**src/rtl/rowwise_engine.sv**
```systemverilog
// Streams LANES-wide beats from two vector memories through a latched element-wise op.
// Optional clamping of ADD/SUB/MUL results (plus sticky sat_o) under ROWWISE_ENGINE_SAT_EN.
module rowwise_engine #(
  parameter int DATA_W = 16,
  parameter int FRAC_W = 8,
  parameter int LANES  = 4,
  parameter int DEPTH  = 64,
  parameter int RD_LAT = 1
) (
  input  logic                           clk_i,
  input  logic                           rst_i,
  input  logic                           in_valid_i,
  output logic                           in_ready_o,
  input  logic [2:0]                     op_i,
  input  logic                           bcast_i,
  input  logic [DATA_W-1:0]              scalar_i,
  input  logic [$clog2(DEPTH/LANES):0]   len_i,
  output logic                           rd_en_o,
  output logic [$clog2(DEPTH/LANES)-1:0] rd_addr_o,
  input  logic [LANES*DATA_W-1:0]        a_rdata_i,
  input  logic [LANES*DATA_W-1:0]        b_rdata_i,
  output logic                           wr_en_o,
  output logic [$clog2(DEPTH/LANES)-1:0] wr_addr_o,
  output logic [LANES*DATA_W-1:0]        wr_data_o,
  output logic                           busy_o,
  output logic                           done_o
`ifdef ROWWISE_ENGINE_SAT_EN
  ,
  output logic                           sat_o
`endif
);

  localparam int AW = $clog2(DEPTH/LANES);
  localparam int LW = AW + 1;
  localparam int WW = 2 * DATA_W;

  localparam logic [1:0] S_IDLE  = 2'd0;
  localparam logic [1:0] S_ISSUE = 2'd1;
  localparam logic [1:0] S_DRAIN = 2'd2;
  localparam logic [1:0] S_DONE  = 2'd3;

  localparam logic [2:0] OP_ADD  = 3'd0;
  localparam logic [2:0] OP_SUB  = 3'd1;
  localparam logic [2:0] OP_MUL  = 3'd2;
  localparam logic [2:0] OP_MAX  = 3'd3;
  localparam logic [2:0] OP_MIN  = 3'd4;
  localparam logic [2:0] OP_COPY = 3'd5;

  localparam logic signed [WW-1:0] MAX_V = {{(WW-DATA_W+1){1'b0}}, {(DATA_W-1){1'b1}}};
  localparam logic signed [WW-1:0] MIN_V = ~MAX_V;

  logic [1:0]        state_q;
  logic [2:0]        op_q;
  logic              bcast_q;
  logic [DATA_W-1:0] scalar_q;
  logic [LW-1:0]     len_q;
  logic [AW-1:0]     rd_cnt_q;
  logic [RD_LAT-1:0] vld_q;
  logic [AW-1:0]     addr_q [RD_LAT];
  logic              accept;
  logic              last_rd;
  logic              arith;

  logic signed [DATA_W-1:0] a_l    [LANES];
  logic signed [DATA_W-1:0] b_l    [LANES];
  logic signed [WW-1:0]     a_w    [LANES];
  logic signed [WW-1:0]     b_w    [LANES];
  logic signed [WW-1:0]     full_l [LANES];
  logic [LANES-1:0]         clamp_l;
  logic [LANES*DATA_W-1:0]  res;

  assign in_ready_o = (state_q == S_IDLE);
  assign busy_o     = (state_q == S_ISSUE) || (state_q == S_DRAIN);
  assign done_o     = (state_q == S_DONE);
  assign rd_en_o    = (state_q == S_ISSUE);
  assign rd_addr_o  = rd_cnt_q;
  assign accept     = in_valid_i && in_ready_o;
  assign last_rd    = rd_en_o && (({1'b0, rd_cnt_q} + LW'(1)) == len_q);
  assign arith      = (op_q == OP_ADD) || (op_q == OP_SUB) || (op_q == OP_MUL);

  always_ff @(posedge clk_i or posedge rst_i) begin
    if (rst_i) begin
      state_q  <= S_IDLE;
      op_q     <= '0;
      bcast_q  <= 1'b0;
      scalar_q <= '0;
      len_q    <= '0;
      rd_cnt_q <= '0;
    end else begin
      case (state_q)
        S_IDLE: begin
          if (accept) begin
            op_q     <= op_i;
            bcast_q  <= bcast_i;
            scalar_q <= scalar_i;
            len_q    <= len_i;
            rd_cnt_q <= '0;
            state_q  <= (len_i == '0) ? S_DONE : S_ISSUE;
          end
        end
        S_ISSUE: begin
          rd_cnt_q <= rd_cnt_q + AW'(1);
          if (last_rd) state_q <= S_DRAIN;
        end
        // Last write is on the bus and nothing is left behind it in the pipeline.
        S_DRAIN: if (wr_en_o && !(|vld_q)) state_q <= S_DONE;
        S_DONE:  state_q <= S_IDLE;
        default: state_q <= S_IDLE;
      endcase
    end
  end

  always_comb begin
    res     = '0;
    clamp_l = '0;
    for (int unsigned l = 0; l < LANES; l++) begin
      a_l[l] = a_rdata_i[l*DATA_W +: DATA_W];
      b_l[l] = bcast_q ? scalar_q : b_rdata_i[l*DATA_W +: DATA_W];
      a_w[l] = {{(WW-DATA_W){a_l[l][DATA_W-1]}}, a_l[l]};
      b_w[l] = {{(WW-DATA_W){b_l[l][DATA_W-1]}}, b_l[l]};
      case (op_q)
        OP_ADD:  full_l[l] = a_w[l] + b_w[l];
        OP_SUB:  full_l[l] = a_w[l] - b_w[l];
        OP_MUL:  full_l[l] = (a_w[l] * b_w[l]) >>> FRAC_W;
        OP_MAX:  full_l[l] = (a_l[l] > b_l[l]) ? a_w[l] : b_w[l];
        OP_MIN:  full_l[l] = (a_l[l] < b_l[l]) ? a_w[l] : b_w[l];
        OP_COPY: full_l[l] = a_w[l];
        default: full_l[l] = '0;
      endcase
      clamp_l[l] = arith && ((full_l[l] > MAX_V) || (full_l[l] < MIN_V));
`ifdef ROWWISE_ENGINE_SAT_EN
      if (clamp_l[l])
        res[l*DATA_W +: DATA_W] = (full_l[l] > MAX_V) ? MAX_V[DATA_W-1:0] : MIN_V[DATA_W-1:0];
      else
        res[l*DATA_W +: DATA_W] = full_l[l][DATA_W-1:0];
`else
      res[l*DATA_W +: DATA_W] = full_l[l][DATA_W-1:0];
`endif
    end
  end

  // Valid/address shift register covers the memory latency; the output register is the last stage.
  always_ff @(posedge clk_i or posedge rst_i) begin
    if (rst_i) begin
      vld_q     <= '0;
      for (int unsigned i = 0; i < RD_LAT; i++) addr_q[i] <= '0;
      wr_en_o   <= 1'b0;
      wr_addr_o <= '0;
      wr_data_o <= '0;
    end else begin
      vld_q[0]  <= rd_en_o;
      addr_q[0] <= rd_cnt_q;
      for (int unsigned i = 1; i < RD_LAT; i++) begin
        vld_q[i]  <= vld_q[i-1];
        addr_q[i] <= addr_q[i-1];
      end
      wr_en_o <= vld_q[RD_LAT-1];
      if (vld_q[RD_LAT-1]) begin
        wr_addr_o <= addr_q[RD_LAT-1];
        wr_data_o <= res;
      end
    end
  end

`ifdef ROWWISE_ENGINE_SAT_EN
  always_ff @(posedge clk_i or posedge rst_i) begin
    if (rst_i)                                 sat_o <= 1'b0;
    else if (accept)                           sat_o <= 1'b0;
    else if (vld_q[RD_LAT-1] && (|clamp_l))    sat_o <= 1'b1;
  end
`else
  logic unused_clamp;
  assign unused_clamp = |clamp_l;
`endif

endmodule

```
**config.mk**
```make
export PLATFORM = sky130hd
export DESIGN_NAME = rowwise_engine
export DESIGN_NICKNAME = d
export VERILOG_FILES = /design/src/rtl/rowwise_engine.sv
export SDC_FILE = /design/constraint.sdc
export NUM_CORES = 2
export LEC_CHECK = 0
export BUFFER_PORTS_ARGS = -buffer_cell sky130_fd_sc_hd__buf_4
export CAP_MARGIN = 20
export CORE_ASPECT_RATIO = 1.5
export CORE_MARGIN = 1
export CORE_UTILIZATION = 65
export DETAILED_ROUTE_END_ITERATION = 7
export PLACE_DENSITY = 0.84
export SLEW_MARGIN = 40
export SYNTH_ARGS = -nofsm -noshare
export SYNTH_HDL_FRONTEND = slang
export SYNTH_SLANG_ARGS = --single-unit
export TNS_END_PERCENT = 1
```
**constraint.sdc**
```tcl
create_clock -name clk_i -period 11.5 [get_ports clk_i]
set_clock_uncertainty 0.05 [all_clocks]
set_input_delay 1.725 -clock clk_i [delete_from_list [all_inputs] [get_ports clk_i]]
set_output_delay 1.725 -clock clk_i [all_outputs]
set_load 0.005 [all_outputs]
```
Yosys cells after proc, flatten, opt, wreduce, memory -nomap -nowiden
Index checks and enable logic that the tools add are counted.
{"block": "word_totals", "reg_bits": 105, "latchBits": 0, "ram_bits": 0, "mem_bits_ro": 0, "inputBits": 156, "out_inout_bits": 77, "elab_cells": 80, "memories": 0}
{"block": "classes", "n_addsub": 10, "multipliers": 4, "div_mod_pow": 0, "n_lt_le_gt_ge": 8, "eq_ne": 12, "shifts": 0, "muxes": 23, "bitwise_logic": 0, "n_reduce_logical": 12}
{"cell": "$pmux 16 s6", "count": 4}
{"cell": "$mux 16", "count": 12}
{"cell": "$mul 16x16->24", "count": 4}
{"cell": "$add 16x16->16", "count": 4}
{"cell": "$gt 16x16->1", "count": 4}
{"cell": "$lt 16x16->1", "count": 4}
{"cell": "$sub 16x16->16", "count": 4}
{"cell": "$mux 2", "count": 4}
{"cell": "$pmux 2 s4", "count": 1}
{"cell": "$pmux 4 s2", "count": 1}
{"cell": "$eq 3x2->1 const B", "count": 2}
{"cell": "$eq 3x3->1 const B", "count": 2}
{"cell": "$ne 2x1->1 const B", "count": 3}
{"cell": "$add 4x1->5 const B", "count": 1}
{"cell": "$eq 5x5->1", "count": 1}
{"cell": "$logic_not 5->1", "count": 1}
{"cell": "$add 4x1->4 const B", "count": 1}
{"cell": "$eq 2x2->1 const B", "count": 2}
{"cell": "$mux 4", "count": 1}
{"cell": "$reduce_and 2->1", "count": 2}
{"cell": "$eq 3x1->1 const B", "count": 1}
{"cell": "$logic_and 1x1->1", "count": 3}
{"cell": "$logic_not 3->1", "count": 1}
{"cell": "$reduce_and 3->1", "count": 1}
{"cell": "other kinds (5)", "count": 5}

Longest topological paths before layout
{"block": "logic_depth", "word_depth": 5, "mapped_depth": 31, "depth_no_buf": 25}

Worst setup path after synthesis
OpenSTA, ideal clock, no wires.
{"block": "synth_timing", "path_kind": "input -> register", "from": "input port b_rdata_i[22]", "to": "register wr_data_o[31]", "setup_time_ps": 147, "arrival_time_ps": 7995, "required_ps": 11303, "path_slack_ps": 3308, "path_stages": 25, "path_buffers": 1, "cell_sequence": "mux2i_1 > clkbuf_1 > inv_1 > ha_1 > fa_1 > inv_1 > fa_1 > fa_1 > inv_1 > fa_1 > fa_1 > inv_1 > fa_1 > inv_1 > ha_1 > a21o_1 > a21oi_1 > o31a_1 > o21ai_1 > a31o_2 > o31a_1 > a41o_1 > o41a_1 > xnor2_1 > o221ai_1"}
{"block": "synth_via", "elab_chain_len": 4, "word_cells_on_any_way": 9, "classes_between": "2 x add/sub; 1 x mul; 2 x order compare; 4 x mux"}
{"element": "start, declared", "line_no": "21", "source": "input logic [LANES*DATA_W-1:0] b_rdata_i,"}
{"element": "$mux 16 *", "line_no": "118", "source": "b_l[l] = bcast_q ? scalar_q : b_rdata_i[l*DATA_W +: DATA_W];"}
{"element": "branches (longest 2 deep; another with $mul 16x16->24)"}
{"element": "$pmux 16 s6 *", "line_no": "121", "source": "case (op_q)"}
{"element": "end signal, assigned", "line_no": "160", "source": "wr_data_o <= res;"}
{"element": "end, declared", "line_no": "24", "source": "output logic [LANES*DATA_W-1:0] wr_data_o,"}
Every way passes the cells marked *.
A chain may end at the register's enable or synchronous reset.

Worst setup path in the final report
{"block": "layout_timing", "from": "register bcast_q", "to": "register wr_data_o[15]"}
{"block": "layout_via", "elab_chain_len": 4, "word_cells_on_any_way": 9, "classes_between": "2 x add/sub; 1 x mul; 2 x order compare; 4 x mux"}
{"element": "start, declared", "line_no": "54", "source": "logic bcast_q;"}
{"element": "start signal, assigned", "line_no": "94", "source": "bcast_q <= bcast_i;"}
{"element": "$mux 16 *", "line_no": "118"}
{"element": "branches (longest 2 deep; another with $mul 16x16->24)"}
{"element": "$pmux 16 s6 *", "line_no": "121"}
Marked as above.

==> metrics.txt <==
antenna-violating nets left=0; fin. max-slew vios=0; total negative slack=0 ps; Num CTS Buffers=9; met2 Use GR=70.6%; Final Cycle Share=between 70% and 80%; chip width=210 um; number of antenna violations at the first check in global routing=3; Layout fillers=about 5200; port buffer count=232; Sink Count=105; half-perimeter wire length after placement=roughly 100000 um; arrival time worst endpoint=around 8600 ps; multiplexer share of the synthesized area=1.92%; xor-xnor portion of the synthesized cell area=4.16%; GR Util met3=9.38%; Die ar.=0.0660 mm2; CTS tree=yes; Post-CTS Setup Inserts=0; mean cell area of the mapped netlist=8.43 um2; cell taking the most area after synthesis=fa_1; worst hold path cell count=1; Worst Setup End Kind=flip-flop; Skew-Pair Late Insertion Delay=about 390 ps; most frequently used cell type in the post-synthesis netlist=inv_1; number of ports placed on the die boundary=233; post-route DRC violation count=0; logic depth of the worst register-to-register path=26; first-pass GRT wire length=about 210000 um; Max-Cap Viols=0; RePlAce Congestion=1.02; path type of the worst min-delay path=flip-flop to flip-flop; critical-path maximum fanout=45; number of nets in the layout=6387; sequential standard cell area=roughly 0.0026 mm2; worst-case register-to-register setup slack=3210 ps; result of the run=completed; Std-Cell Rows=~110; shortest clock period the worst path allows after layout=8290 ps; worst min-delay path endpoint=wr_addr_o[0]; Worst Setup Start Kind=flip-flop; hold buffer count at cts=0; Hold Fails Final Rpt=0; biggest area contributors in the synthesized netlist=fa_1 36%, ha_1 12%, inv_1 10%; Crit Reg-Reg Startpoint=bcast_q; busiest grt layer=met2; proportion of synthesized chip area in sequential cells=6.22%; r2r endpoint=wr_data_o[15]; GRT Util Overall=41.9%; global-route congestion overflow total=0; yosys warns=0; met1 Track Usage GR=47.1%; number of enable flip-flop cells after synthesis=0; actual slew at the worst max-slew pin=about 800 ps; proportion of register bits with asynchronous set or reset after synthesis=100%; core box area=0.0643 mm2; Most used DFF post-synth=dfrtp_1; pin count of the biggest net entering global routing=57; master cell of the clock root buffer=clkbuf_16; Die Ht=314 um; most frequent cells after synthesis=1138 x inv_1, 752 x fa_1, 526 x nand2_1, 412 x ha_1, 307 x and2_1; setup repair after global routing missed its margin=no; worst slew margin relative to its limit=44.8%; share of layout cells above drive strength 1=7.99%; routed vias=36779; total length of routed wires=133000 um; initial cell density of the core=65.7%; area added between synthesis and finish=6.38%; Iter 0 DRT Violations=3351; Worst Min Path Start=addr_q[0]; drt pass-1 iters=7; #FFs+latches synth=105; maximum clock frequency=0.121 GHz; synth unique cells=88; net count of the mapped netlist=6333; drt wl/cell=22.4 um; Cell Area, Synth=approximately 0.042 mm2; Synth Area in Adders=47.8%; CP Data Required Time=11760 ps; area of the multi-input gates=0.0344 mm2; CTS clk-pin slew, worst paths=80 ps; endpoints failing setup=0; simple-gate share of the synthesized area=between 10% and 20%; number of gates resized after CTS=0; synthesized instance count=5013; Compound-Gate Fraction of Synth Area=11.7%; number of vias per cell=around 6.2; class of the most critical setup path=flip-flop to flip-flop; via count of the first global-routing pass=39373; maximum root-to-sink buffer count=2; fraction of post-synthesis cell area in the top cell type by area=a little over a third; CTS H-tree lvls=3; startpoint of the worst setup timing path=bcast_q; combinational family with the most area after synthesis=adder cells
[cells in the final DEF, fill, tap and decap left out, drive strengths merged, types with 10 or more instances in the layout]
master and count:
a21o 40, o221ai 17, o21ai 147, or3 16, nor2b 111, o21a 30, xnor2 154, o211ai 21
a22o 12, o21bai 23, nand2b 28, o2bb2ai 25, a211oi 30, a221o 10, buf 290, clkbuf 10
and2 309, a21oi 152, a222oi 21, ha 412, mux2i 37, nand3 40, xor2 44, nor3 43
o31ai 17, o22ai 21, dfrtp 105, nand2 528, a31oi 25, nand4 16, fa 752, inv 1145
a221oi 25, mux2 39, nor2 228, a22oi 11, or2 15
[cells by family after synthesis]
logic type	after synthesis
compound gates	711
xor+xnor	199
fa+ha+maj	1164
buf+inv	1387
flops	105
mux	76
simple gates	1371
[routing by layer]
metal  vias to the layer above  share of wire [%]
met3                       760                 11
li1                      15654                  -
met5                         -              0.016
met4                         4                8.3
met2                      2272                 48
met1                     18089                 33
[sequential cells by signal, summed over array words and instances, names as in the netlist]
signal and flops:
addr_q 4, bcast_q 1, len_q 5, op_q 3
rd_addr_o 4, scalar_q 16, state_q 2, vld_q 1
wr_addr_o 4, wr_data_o 64, wr_en_o 1
[worst max-delay path by stage]
stage	end	depth (start not counted)
global placement	wr_data_o[31]	26
CTS	wr_data_o[15]	26
finish	wr_data_o[15]	26
global route	wr_data_o[15]	26
detailed placement	wr_data_o[31]	26
floorplan	wr_data_o[31]	25
[final cells by class]
type	instances	area share, %
diodes	3	0.0167
clock buffers	10	0.510
clock inverters	6	0.181
inverters	1140	9.53
multi-input cells	3521	76.6
flip-flops and latches	105	5.86
well taps	870	2.42
repair buffers	290	4.88
[critical path: stages (launching register included)]
cell and delay [ps]:
dfrtp_4 850, buf_4 430, nand2_1 400, o21ai_1 220
buf_4 310, ha_1 420, fa_1 490, inv_1 90
fa_1 430, fa_1 430, fa_1 490, inv_1 60
fa_1 520, inv_1 50, fa_1 480, inv_1 50
ha_1 310, o21ai_0 240, nor2_1 90, o2111ai_1 150
a21oi_1 190, o41ai_2 430, o2111ai_1 300, a21oi_1 250
xnor2_1 160, nand2_1 80, a31oi_1 170
[through the flow]
stage / area (um2) / hold WS [ps] / setup WS [ps] / utilization, % / instances
6_report: 44900 / 431 / 3210 / 69.9 / 5945
5_1_grt: 44900 / 452 / 2840 / 69.8 / 5942
4_1_cts: 44900 / 432 / 3360 / 69.8 / 5942
3_5_place_dp: 44600 / 416 / 3090 / 69.3 / 5926
3_3_place_gp: 44600 / 407 / 3240 / 69.3 / 5924
2_1_floorplan: 42200 / 329 / 3310 / - / 5013
Power is left out: the tool's default activity adds up to more than one toggle a clock period on the data nets, which glitch-free logic cannot reach.
